--- config.mk ---
export PLATFORM = sky130hd
export DESIGN_NAME = mem_io_bridge
export DESIGN_NICKNAME = d
export VERILOG_FILES = /design/src/rtl/mem_io_bridge.sv
export SDC_FILE = /design/constraint.sdc
export NUM_CORES = 1
export LEC_CHECK = 0
export CAP_MARGIN = 0
export CORE_MARGIN = 2
export CORE_UTILIZATION = 55
export DETAILED_ROUTE_END_ITERATION = 8
export PLACE_DENSITY = 0.79
export SLEW_MARGIN = 20
export SYNTH_ARGS = -nofsm -noshare
export SYNTH_HDL_FRONTEND = slang
export SYNTH_SLANG_ARGS = --single-unit
--- constraint.sdc ---
create_clock -name clk -period 3 [get_ports clk]
set_input_delay 0.45 -clock clk [delete_from_list [all_inputs] [get_ports clk]]
set_output_delay 0.45 -clock clk [all_outputs]
set_load 0.02 [all_outputs]
--- src/rtl/mem_io_bridge.sv ---
// Memory-side bridge: passes CPU accesses through to memory, except for a
// 4-word I/O window that holds a TX FIFO, an RX FIFO and a status register.

// Small synchronous FIFO; callers only push when not full and pop when not empty.
module mem_io_bridge_fifo #(
  parameter int DATA_WIDTH = 16,
  parameter int FIFO_DEPTH = 4
) (
  input  logic                  clk,
  input  logic                  rst_n,
  input  logic                  push,
  input  logic [DATA_WIDTH-1:0] push_data,
  input  logic                  pop,
  output logic [DATA_WIDTH-1:0] head,
  output logic                  full,
  output logic                  empty
);
  localparam int PW = $clog2(FIFO_DEPTH);
  localparam int CW = PW + 1;

  logic [DATA_WIDTH-1:0] store [FIFO_DEPTH];
  logic [PW-1:0]         wr_ptr;
  logic [PW-1:0]         rd_ptr;
  logic [CW-1:0]         count;

  // Storage, pointers and occupancy count.
  always_ff @(posedge clk or negedge rst_n) begin
    if (!rst_n) begin
      for (int i = 0; i < FIFO_DEPTH; i++) store[i] <= '0;
      wr_ptr <= '0;
      rd_ptr <= '0;
      count  <= '0;
    end else begin
      if (push) begin
        store[wr_ptr] <= push_data;
        wr_ptr        <= wr_ptr + 1'b1;
      end
      if (pop) rd_ptr <= rd_ptr + 1'b1;
      count <= count + CW'(push) - CW'(pop);
    end
  end

  assign head  = store[rd_ptr];
  assign full  = (count == CW'(FIFO_DEPTH));
  assign empty = (count == '0);
endmodule

module mem_io_bridge #(
  parameter int ADDR_WIDTH = 6,
  parameter int DATA_WIDTH = 16,
  parameter int FIFO_DEPTH = 4,
  parameter int IO_BASE    = 60
) (
  input  logic                  clk,
  input  logic                  rst_n,
  input  logic                  cpu_we,
  input  logic [ADDR_WIDTH-1:0] cpu_addr,
  input  logic [DATA_WIDTH-1:0] cpu_data,
  output logic [DATA_WIDTH-1:0] cpu_in,
  output logic                  mem_we,
  output logic [ADDR_WIDTH-1:0] mem_addr,
  output logic [DATA_WIDTH-1:0] mem_data,
  input  logic [DATA_WIDTH-1:0] mem_out,
  output logic [DATA_WIDTH-1:0] tx_data,
  output logic                  tx_valid,
  input  logic                  tx_ready,
  input  logic [DATA_WIDTH-1:0] rx_data,
  input  logic                  rx_valid,
  output logic                  rx_ready
);
  localparam logic [ADDR_WIDTH-1:0] BASE = ADDR_WIDTH'(IO_BASE);

  logic                  hit;
  logic [1:0]            off;
  logic [3:0]            acc_cur;
  logic [3:0]            acc_prev;
  logic                  start;
  logic                  tx_wr, rx_rd, st_wr;
  logic                  tx_push, tx_pop, tx_full, tx_empty;
  logic                  rx_push, rx_pop, rx_full, rx_empty;
  logic [DATA_WIDTH-1:0] rx_head;
  logic                  ovf, udf, ovf_set, udf_set;
  logic [DATA_WIDTH-1:0] status;
  logic [DATA_WIDTH-1:0] rd_val;
  logic                  sel;
  logic [DATA_WIDTH-1:0] io_rdata;

  // Window is 4-aligned, so the decode is an upper-bits compare.
  assign hit     = (cpu_addr[ADDR_WIDTH-1:2] == BASE[ADDR_WIDTH-1:2]);
  assign off     = cpu_addr[1:0];
  assign acc_cur = {hit, off, cpu_we};
  // A new access begins only when the (hit, offset, we) tuple changes, so a
  // held access has exactly one side effect.
  assign start   = hit && (acc_cur != acc_prev);

  assign mem_we   = cpu_we & ~hit;
  assign mem_addr = cpu_addr;
  assign mem_data = cpu_data;

  assign tx_wr   = start &  cpu_we & (off == 2'd0);
  assign rx_rd   = start & ~cpu_we & (off == 2'd1);
  assign st_wr   = start &  cpu_we & (off == 2'd2);

  // Full is judged on pre-edge state: a same-cycle sink pop does not save the word.
  assign tx_push = tx_wr & ~tx_full;
  assign ovf_set = tx_wr &  tx_full;
  assign tx_pop  = tx_valid & tx_ready;
  assign tx_valid = ~tx_empty;

  assign rx_ready = ~rx_full;
  assign rx_push  = rx_valid & rx_ready;
  assign rx_pop   = rx_rd & ~rx_empty;
  assign udf_set  = rx_rd &  rx_empty;

  assign status = {{(DATA_WIDTH-6){1'b0}}, udf, ovf, tx_full, tx_empty, rx_full, rx_empty};

  // Value latched into io_rdata when an access starts.
  always_comb begin
    rd_val = '0;
    if (!cpu_we) begin
      case (off)
        2'd1:    rd_val = rx_empty ? '0 : rx_head;
        2'd2:    rd_val = status;
        default: rd_val = '0;
      endcase
    end
  end

  mem_io_bridge_fifo #(.DATA_WIDTH(DATA_WIDTH), .FIFO_DEPTH(FIFO_DEPTH)) u_tx_fifo (
    .clk(clk), .rst_n(rst_n),
    .push(tx_push), .push_data(cpu_data), .pop(tx_pop),
    .head(tx_data), .full(tx_full), .empty(tx_empty)
  );

  mem_io_bridge_fifo #(.DATA_WIDTH(DATA_WIDTH), .FIFO_DEPTH(FIFO_DEPTH)) u_rx_fifo (
    .clk(clk), .rst_n(rst_n),
    .push(rx_push), .push_data(rx_data), .pop(rx_pop),
    .head(rx_head), .full(rx_full), .empty(rx_empty)
  );

  // Access tracking, read-data capture and sticky error flags (set beats clear).
  always_ff @(posedge clk or negedge rst_n) begin
    if (!rst_n) begin
      acc_prev <= '0;
      sel      <= 1'b0;
      io_rdata <= '0;
      ovf      <= 1'b0;
      udf      <= 1'b0;
    end else begin
      acc_prev <= acc_cur;
      sel      <= hit;
      if (start) io_rdata <= rd_val;
      ovf <= ovf_set | (ovf & ~(st_wr & cpu_data[4]));
      udf <= udf_set | (udf & ~(st_wr & cpu_data[5]));
    end
  end

  assign cpu_in = sel ? io_rdata : mem_out;
endmodule
==> results by group, run 1 <==
Yosys
  – Area share of and/or/nand/nor cells after synthesis: just under 5%
  – Cell count after synthesis: around 530
  – Syn nets: roughly 600
  – Synth Cell Area: 7865 um^2
  – Number of synthesis warnings: 0
  – Largest family of logic cells by synthesized area: multiplexers
  – Seq/Total Area, Yosys: between 50% and 60%
  – Syn avg cell area: between 10 and 15 um^2
  – Yosys cell types: 32
  – XOR/XNOR share of the synthesized area: between 1.5 and 2%
  – Compound-Gate Fraction of Synth Area: under 10%
  – Yosys reg bits: roughly 160
  – Proportion of synthesized area in mux cells: 31.83%
  – Adder-cell share of the synthesized area: under 10%

Detailed routing
  – Final WL: about 16000 um
  – Wire length per cell: about 19 um
  – DR vias: roughly 4600
  – DRC errors left: 0
  – Vias per inst: between 5 and 6
  – DR iter-0 viols: approximately 220
  – Final ANT Viol Nets: 0
  – DR pass1 iterations: 4

Setup path
  – CP top delay family: buffers and inverters
  – Reg2Reg Depth: 9
  – Crit path capture type: primary output
  – Max FO, Critical Path: 13
  – Crit path depth: 3
  – Highest cell delay on the worst timing path: ~0.55 ns
  – Worst setup SP type: flip-flop
  – WP buf/inv: 2
  – Crit path cell chain: buf_4 > mux2_2 > clkdlybuf4s50_1
  – Worst path required time: approximately 2.6 ns
  – Slowest-stage cell, CP: clkdlybuf4s50_1
  – Setup Crit Path Kind: flip-flop to primary output
  – Crit path DAT: around 2.2 ns
  – Flop2flop setup slack: between 0.6 and 0.7 ns

Global route
  – Initial antenna violation count: 0
  – First-pass GRT wire length: ~26000 um
  – GRT Util Overall: between 20% and 30%
  – Vias in the first global route: about 5000
  – Grt ovf: 0
  – Largest net degree at the start of global routing: between 80 and 90

Final layout
  – Commonest non-fill, non-tap cell in the layout: dfrtp_1
  – Multi-input logic area: 3382 um^2
  – Final Cell Area: around 9700 um^2
  – Post-layout util: a little over two thirds
  – N_diodes: 0
  – Layout cells sized above 1: between 30% and 40%
  – Commonest non-fill, non-tap cells in the layout: 164 x dfrtp_1, 114 x clkdlybuf4s50_1, 105 x mux2_2
  – Nets: approximately 700
  – Area grow syn2layout: 23.69%
  – Reg area: 4104 um^2
  – Final Non-Filler Cells: 826
  – Fillers: roughly 950

Pwr
  – Clk network pwr share: about 29%
  – LEAKAGE: between 4 and 5 nW
  – Pwr per Cell Area: approximately 800 nW/um^2
  – Tot Pwr: about 7.7 mW
  – Logic pwr share: around 30%
  – Worst vdd ir: roughly 0.70 mV
  – Flop pwr share: between 40 and 50%
  – Switching Share: around 28%
  – Internal power: roughly 5.5 mW
  – Net Sw Power: approximately 2.1 mW

Timing
  – Setup violators final: 0
  – RSZ-0062 raised after global routing: false
  – Final Cycle Share: between 80% and 90%
  – Final number of hold-violating endpoints: 0
  – PnR worst setup slack: roughly 0.39 ns
  – Fin. max-slew vios: 0
  – Slew @ Worst Pin: slightly above 0.8 ns
  – Clk_skew: roughly 0.0058 ns
  – Setup TNS: 0 ns
  – Worst hold slack: ~0.47 ns
  – Min Clock Period, post-route: about 2.6 ns
  – Fmax achieved: between 300 and 400 MHz
  – Relative slew slack: a little under half

Place
  – # placed instances: 793
  – GP Congestion: approximately 0.75
  – DPL Wire Length: around 11000 um
  – IO Port Bufs: roughly 120
  – Area after DPL: 9109 um^2
  – Pre-CTS setup slack: about 0.079 ns

CTS
  – Clk_lat worst skew: 0.42 ns
  – Sinks on Clock Net: 164
  – Maximum buffer depth of the clock tree: 2
  – CTS root buf: clkbuf_16
  – Num CTS Buffers: 17
  – CTS tree: yes
  – H-Tree Depth: 4
  – Worst-path clk slew: around 0.060 ns
  – PostCTS Resize Cnt: 0

Status
  – Status: finished, final reports clean

Die
  – Core area: approximately 14000 um^2
  – Die Footprint: ~15000 um^2
  – Die height: between 100 and 150 um
  – IO Pins: between 100 and 150
  – FP Rows: 43
  – Die width: 123.6 um
  – Initial Utilization: around 56%

Hold path
  – Hold Crit Depth: 2
  – Min-delay worst type: flip-flop to flip-flop

Flow run
  – Max-Cap Viols: 0
==> power by group through the flow <==
stage | clock (mW) | sequential [mW] | combinational [mW]
final | 2.25 | 3.16 | 2.25
after global routing | 2.38 | 3.23 | 2.45
after global placement | 0 | 3.13 | 2.16
after CTS | 2.28 | 3.16 | 2.28
after floorplan | 0 | 3.06 | 1.67
after detailed placement | 0 | 3.19 | 2.26
==> sequential cells by signal, indices dropped and copies added (netlist names) <==
name	cells
u_tx_fifo.rd_ptr	2
u_tx_fifo.count	3
ovf	1
io_rdata	16
udf	1
u_tx_fifo.store	64
u_rx_fifo.rd_ptr	2
u_rx_fifo.count	3
u_tx_fifo.wr_ptr	2
u_rx_fifo.wr_ptr	2
u_rx_fifo.store	64
acc_prev	4
==> kinds of logic (layout without fill, tap and decap cells) <==
family,Yosys count,in the layout
AO/OA/AOI/OAI,20,20
buffers and inverters,67,188
adder cells (fa/ha/maj),17,17
XOR/XNOR,13,13
flip-flops,164,164
multiplexers,177,177
AND/OR/NAND/NOR,67,67
==> worst register-to-register path, cell delays in order, from the launching register on <==
cell	delay, ns
dfrtp_1	0.38
xnor2_1	0.31
a41o_1	0.24
nor3_1	0.07
ha_1	0.29
inv_1	0.04
ha_1	0.18
fa_1	0.39
xnor2_1	0.21
xnor2_1	0.14
==> synthesized netlist by cell type, drive strengths merged <==
| library cell | number | area share [%] |
|---|---|---|
| nor3 | 3 | 0.19 |
| o21ai | 10 | 0.64 |
| mux4 | 32 | 9.2 |
| mux2 | 145 | 23 |
| a22oi | 5 | 0.48 |
| and2 | 3 | 0.24 |
| o31ai | 2 | 0.19 |
| buf | 40 | 3.5 |
| clkbuf | 9 | 0.43 |
| and3 | 1 | 0.080 |
| ha | 15 | 2.4 |
| xor2 | 4 | 0.45 |
| a41o | 1 | 0.13 |
| nor3b | 1 | 0.095 |
| nor2 | 2 | 0.095 |
| a41oi | 1 | 0.35 |
| dfrtp | 164 | 52 |
| inv | 18 | 0.86 |
| nor2b | 3 | 0.24 |
| a32oi | 1 | 0.11 |
| xnor2 | 9 | 1.1 |
| fa | 2 | 0.51 |
| nand3b | 1 | 0.095 |
| nand3 | 4 | 0.25 |
| nand4 | 14 | 1.9 |
| nand2 | 35 | 1.7 |
==> final cells by class <==
type,instances,area share [%]
Tap cell,180,2.315
Multi-Input combinational cell,294,34.77
Inverter,18,0.6945
Timing Repair Buffer,138,13.77
Clock buffer,22,4.669
Sequential cell,164,42.19
Clock inverter,10,1.595
==> routing by layer <==
layer | GRT usage [%] | routed length (um) | vias to the layer above
li1 | - | - | 2087
met1 | 30.35 | 7036 | 2388
met2 | 38.26 | 8146 | 96
met3 | 5.037 | 582 | 20
met4 | 7.244 | 224 | 0
met5 | 0 | 0 | -
==> path summary, 6_finish.rpt <==
path / start / endpoint
setup / recovery: acc_prev[3]$_DFF_PN0_ / cpu_in[15]
hold / removal: io_rdata[9]$_DFFE_PN0N_ / io_rdata[9]$_DFFE_PN0N_
setup reg to reg: acc_prev[2]$_DFF_PN0_ / u_rx_fifo.count[2]$_DFF_PN0_
hold reg to reg: io_rdata[9]$_DFFE_PN0N_ / io_rdata[9]$_DFFE_PN0N_
max in group asynchronous: rst_n / u_rx_fifo.wr_ptr[0]$_DFFE_PN0P_
min in group asynchronous: rst_n / u_tx_fifo.store[16]$_DFFE_PN0P_
==> timing repair <==
item | in CTS | in global routing
setup buffers | 0 | 0
endpoints found under the hold margin | 43 | 0
hold buffers | 1 | 0
No activity file was read; power rests on OpenSTA's default activity.
==> run 2: changes to the inputs <==
--- a/config.mk
+++ b/config.mk
@@ -7,9 +7,10 @@
 export LEC_CHECK = 0
 export CAP_MARGIN = 0
 export CORE_MARGIN = 2
-export CORE_UTILIZATION = 55
+export CORE_UTILIZATION = 50
 export DETAILED_ROUTE_END_ITERATION = 8
-export PLACE_DENSITY = 0.79
+export GPL_TIMING_DRIVEN = 0
+export PLACE_DENSITY = 0.72
 export SLEW_MARGIN = 20
 export SYNTH_ARGS = -nofsm -noshare
 export SYNTH_HDL_FRONTEND = slang
==> results by group, run 2 (synthesis results as in run 1) <==
Status
  – Status: finished, final reports clean

Setup path
  – Setup Crit Path Kind: flip-flop to primary output
  – Max FO, Critical Path: 10
  – Crit path DAT: approximately 2.4 ns
  – Crit path capture type: primary output
  – Worst path required time: ~2.6 ns
  – Flop2flop setup slack: 0.64 ns
  – Worst setup SP type: flip-flop

Global route
  – First-pass GRT wire length: roughly 27000 um
  – GRT Util Overall: a little over a fifth
  – Grt ovf: 0
  – Initial antenna violation count: 0
  – Vias in the first global route: between 5000 and 6000
  – Largest net degree at the start of global routing: between 60 and 70

CTS
  – Maximum buffer depth of the clock tree: 2
  – Sinks on Clock Net: 164
  – Post-CTS setup buffers: 0
  – CTS tree: yes
  – Num CTS Buffers: 17
  – Clk_lat worst skew: about 0.42 ns
  – Worst-path clk slew: roughly 0.060 ns
  – CTS root buf: clkbuf_16
  – H-Tree Depth: 4

Timing
  – Clk_skew: 0.008350 ns
  – Final number of hold-violating endpoints: 0
  – Final Cycle Share: between 90% and 100%
  – Setup TNS: 0 ns
  – Min Clock Period, post-route: ~2.8 ns
  – Setup violators final: 0
  – Relative slew slack: between 50% and 60%
  – Fmax achieved: between 300 and 400 MHz
  – Slew @ Worst Pin: around 0.66 ns
  – RSZ-0062 raised after global routing: false
  – Fin. max-slew vios: 0

Final layout
  – Nets: between 700 and 800
  – Layout cells sized above 1: a little under two fifths
  – Post-layout util: 64.94%
  – Commonest non-fill, non-tap cell in the layout: dfrtp_1
  – Area grow syn2layout: 26.46%
  – Commonest non-fill, non-tap cells in the layout: 164 x dfrtp_1, 114 x clkdlybuf4s50_1, 105 x mux2_2
  – Top Registers: u_rx_fifo.store (64), u_tx_fifo.store (64), io_rdata (16)
  – N_diodes: 0

Die
  – Die height: ~130 um
  – Core area: around 15000 um^2
  – Die width: between 100 and 150 um
  – Die Footprint: 16750 um^2
  – FP Rows: 45
  – IO Pins: around 120
  – Initial Utilization: between 50% and 60%

Hold path
  – Min-delay worst type: flip-flop to flip-flop

Detailed routing
  – Final ANT Viol Nets: 0
  – DR vias: between 4000 and 5000
  – DRC errors left: 0
  – DR pass1 iterations: 4
  – DR iter-0 viols: approximately 200
  – Final WL: 16470 um
  – Vias per inst: approximately 5.3
  – Wire length per cell: 18.65 um

Place
  – GP Congestion: about 0.78
  – IO Port Bufs: roughly 120
  – DPL Wire Length: 11390 um

Pwr
  – Worst vdd ir: between 0.5 and 0.6 mV
  – LEAKAGE: about 4.5 nW
  – Pwr per Cell Area: roughly 760 nW/um^2

Flow run
  – Max-Cap Viols: 0
[run 2: cell types whose count changed in the layout (fill, tap and decap cells not counted), moves of 2 or more]
cell / before / now
buf_6: 1 / 4
buf_1: 0 / 3
clkbuf_1: 4 / 6
buf_2: 0 / 8
clkinv_2: 4 / 1
clkbuf_8: 1 / 3
clkinv_4: 0 / 3
bufinv_16: 4 / 2
buf_16: 0 / 2
buf_4: 21 / 24
clkinvlp_4: 2 / 5
[run 2: final timing paths]
path	from	endpoint	cells past startpoint
setup / recovery	acc_prev[3]$_DFF_PN0_	cpu_in[5]	3
hold / removal	io_rdata[12]$_DFFE_PN0N_	io_rdata[12]$_DFFE_PN0N_	2
setup reg to reg	acc_prev[3]$_DFF_PN0_	u_rx_fifo.count[2]$_DFF_PN0_	8
hold reg to reg	io_rdata[12]$_DFFE_PN0N_	io_rdata[12]$_DFFE_PN0N_	2
max in group asynchronous	rst_n	io_rdata[14]$_DFFE_PN0N_	4
min in group asynchronous	rst_n	u_tx_fifo.store[60]$_DFFE_PN0P_	2
[run 2: layout make-up]
type / count / area, um^2
multi-input cells: 294 / 3382
well taps: 211 / 264.0
plain buffers: 47 / 311.5
repair buffers: 118 / 1221
fillers: 1143 / 5369
flip-flops and latches: 164 / 4104
clock buffers: 20 / 466.7
clock inverters: 11 / 128.9
inverters: 18 / 67.56
[run 2: worst max-delay path: stages (launching register included)]
cell and delay [ns]:
dfrtp_1 0.64, buf_2 0.38, mux2_2 0.40, clkdlybuf4s50_1 0.55
[run 2: power by group]
| group | switching [mW] | total, mW | internal (mW) |
|---|---|---|---|
| sequential | 0.342 | 3.16 | 2.82 |
| clock | 0.871 | 2.16 | 1.29 |
| combinational | 0.952 | 2.24 | 1.28 |
| total | 2.17 | 7.56 | 5.39 |
[run 2: metal layers]
layer	up-vias	GRT usage (%)	wire length, um	part of all wire, %
met2	92	35.91	8464	51
met3	16	4.542	651	4.0
met1	2460	28.03	7130	43
met4	0	6.831	225	1.4
met5	-	0	0	0
li1	2142	-	-	-
[run 2: what timing repair did]
| action | CTS | global route |
|---|---|---|
| hold endpoints to repair | 44 | 0 |
| pin swaps | 0 | 0 |
| resized for setup | 3 | 1 |
| setup endpoints to repair | 19 | 9 |
| hold buffers | 1 | 0 |
[run 2: metrics by stage]
stage	instance area, um^2	cells	setup slack [ns]	power, mW	hold slack (ns)
floorplan	7865	525	0.6242	4.734	0.1544
global placement	9280	851	-4.812	5.309	0.4666
detailed placement	9340	853	-0.02766	5.464	0.3621
CTS	9947	884	0.02049	7.638	0.4852
global route	9946	883	0.02502	7.985	0.4899
finish	9946	883	0.1591	7.560	0.4850
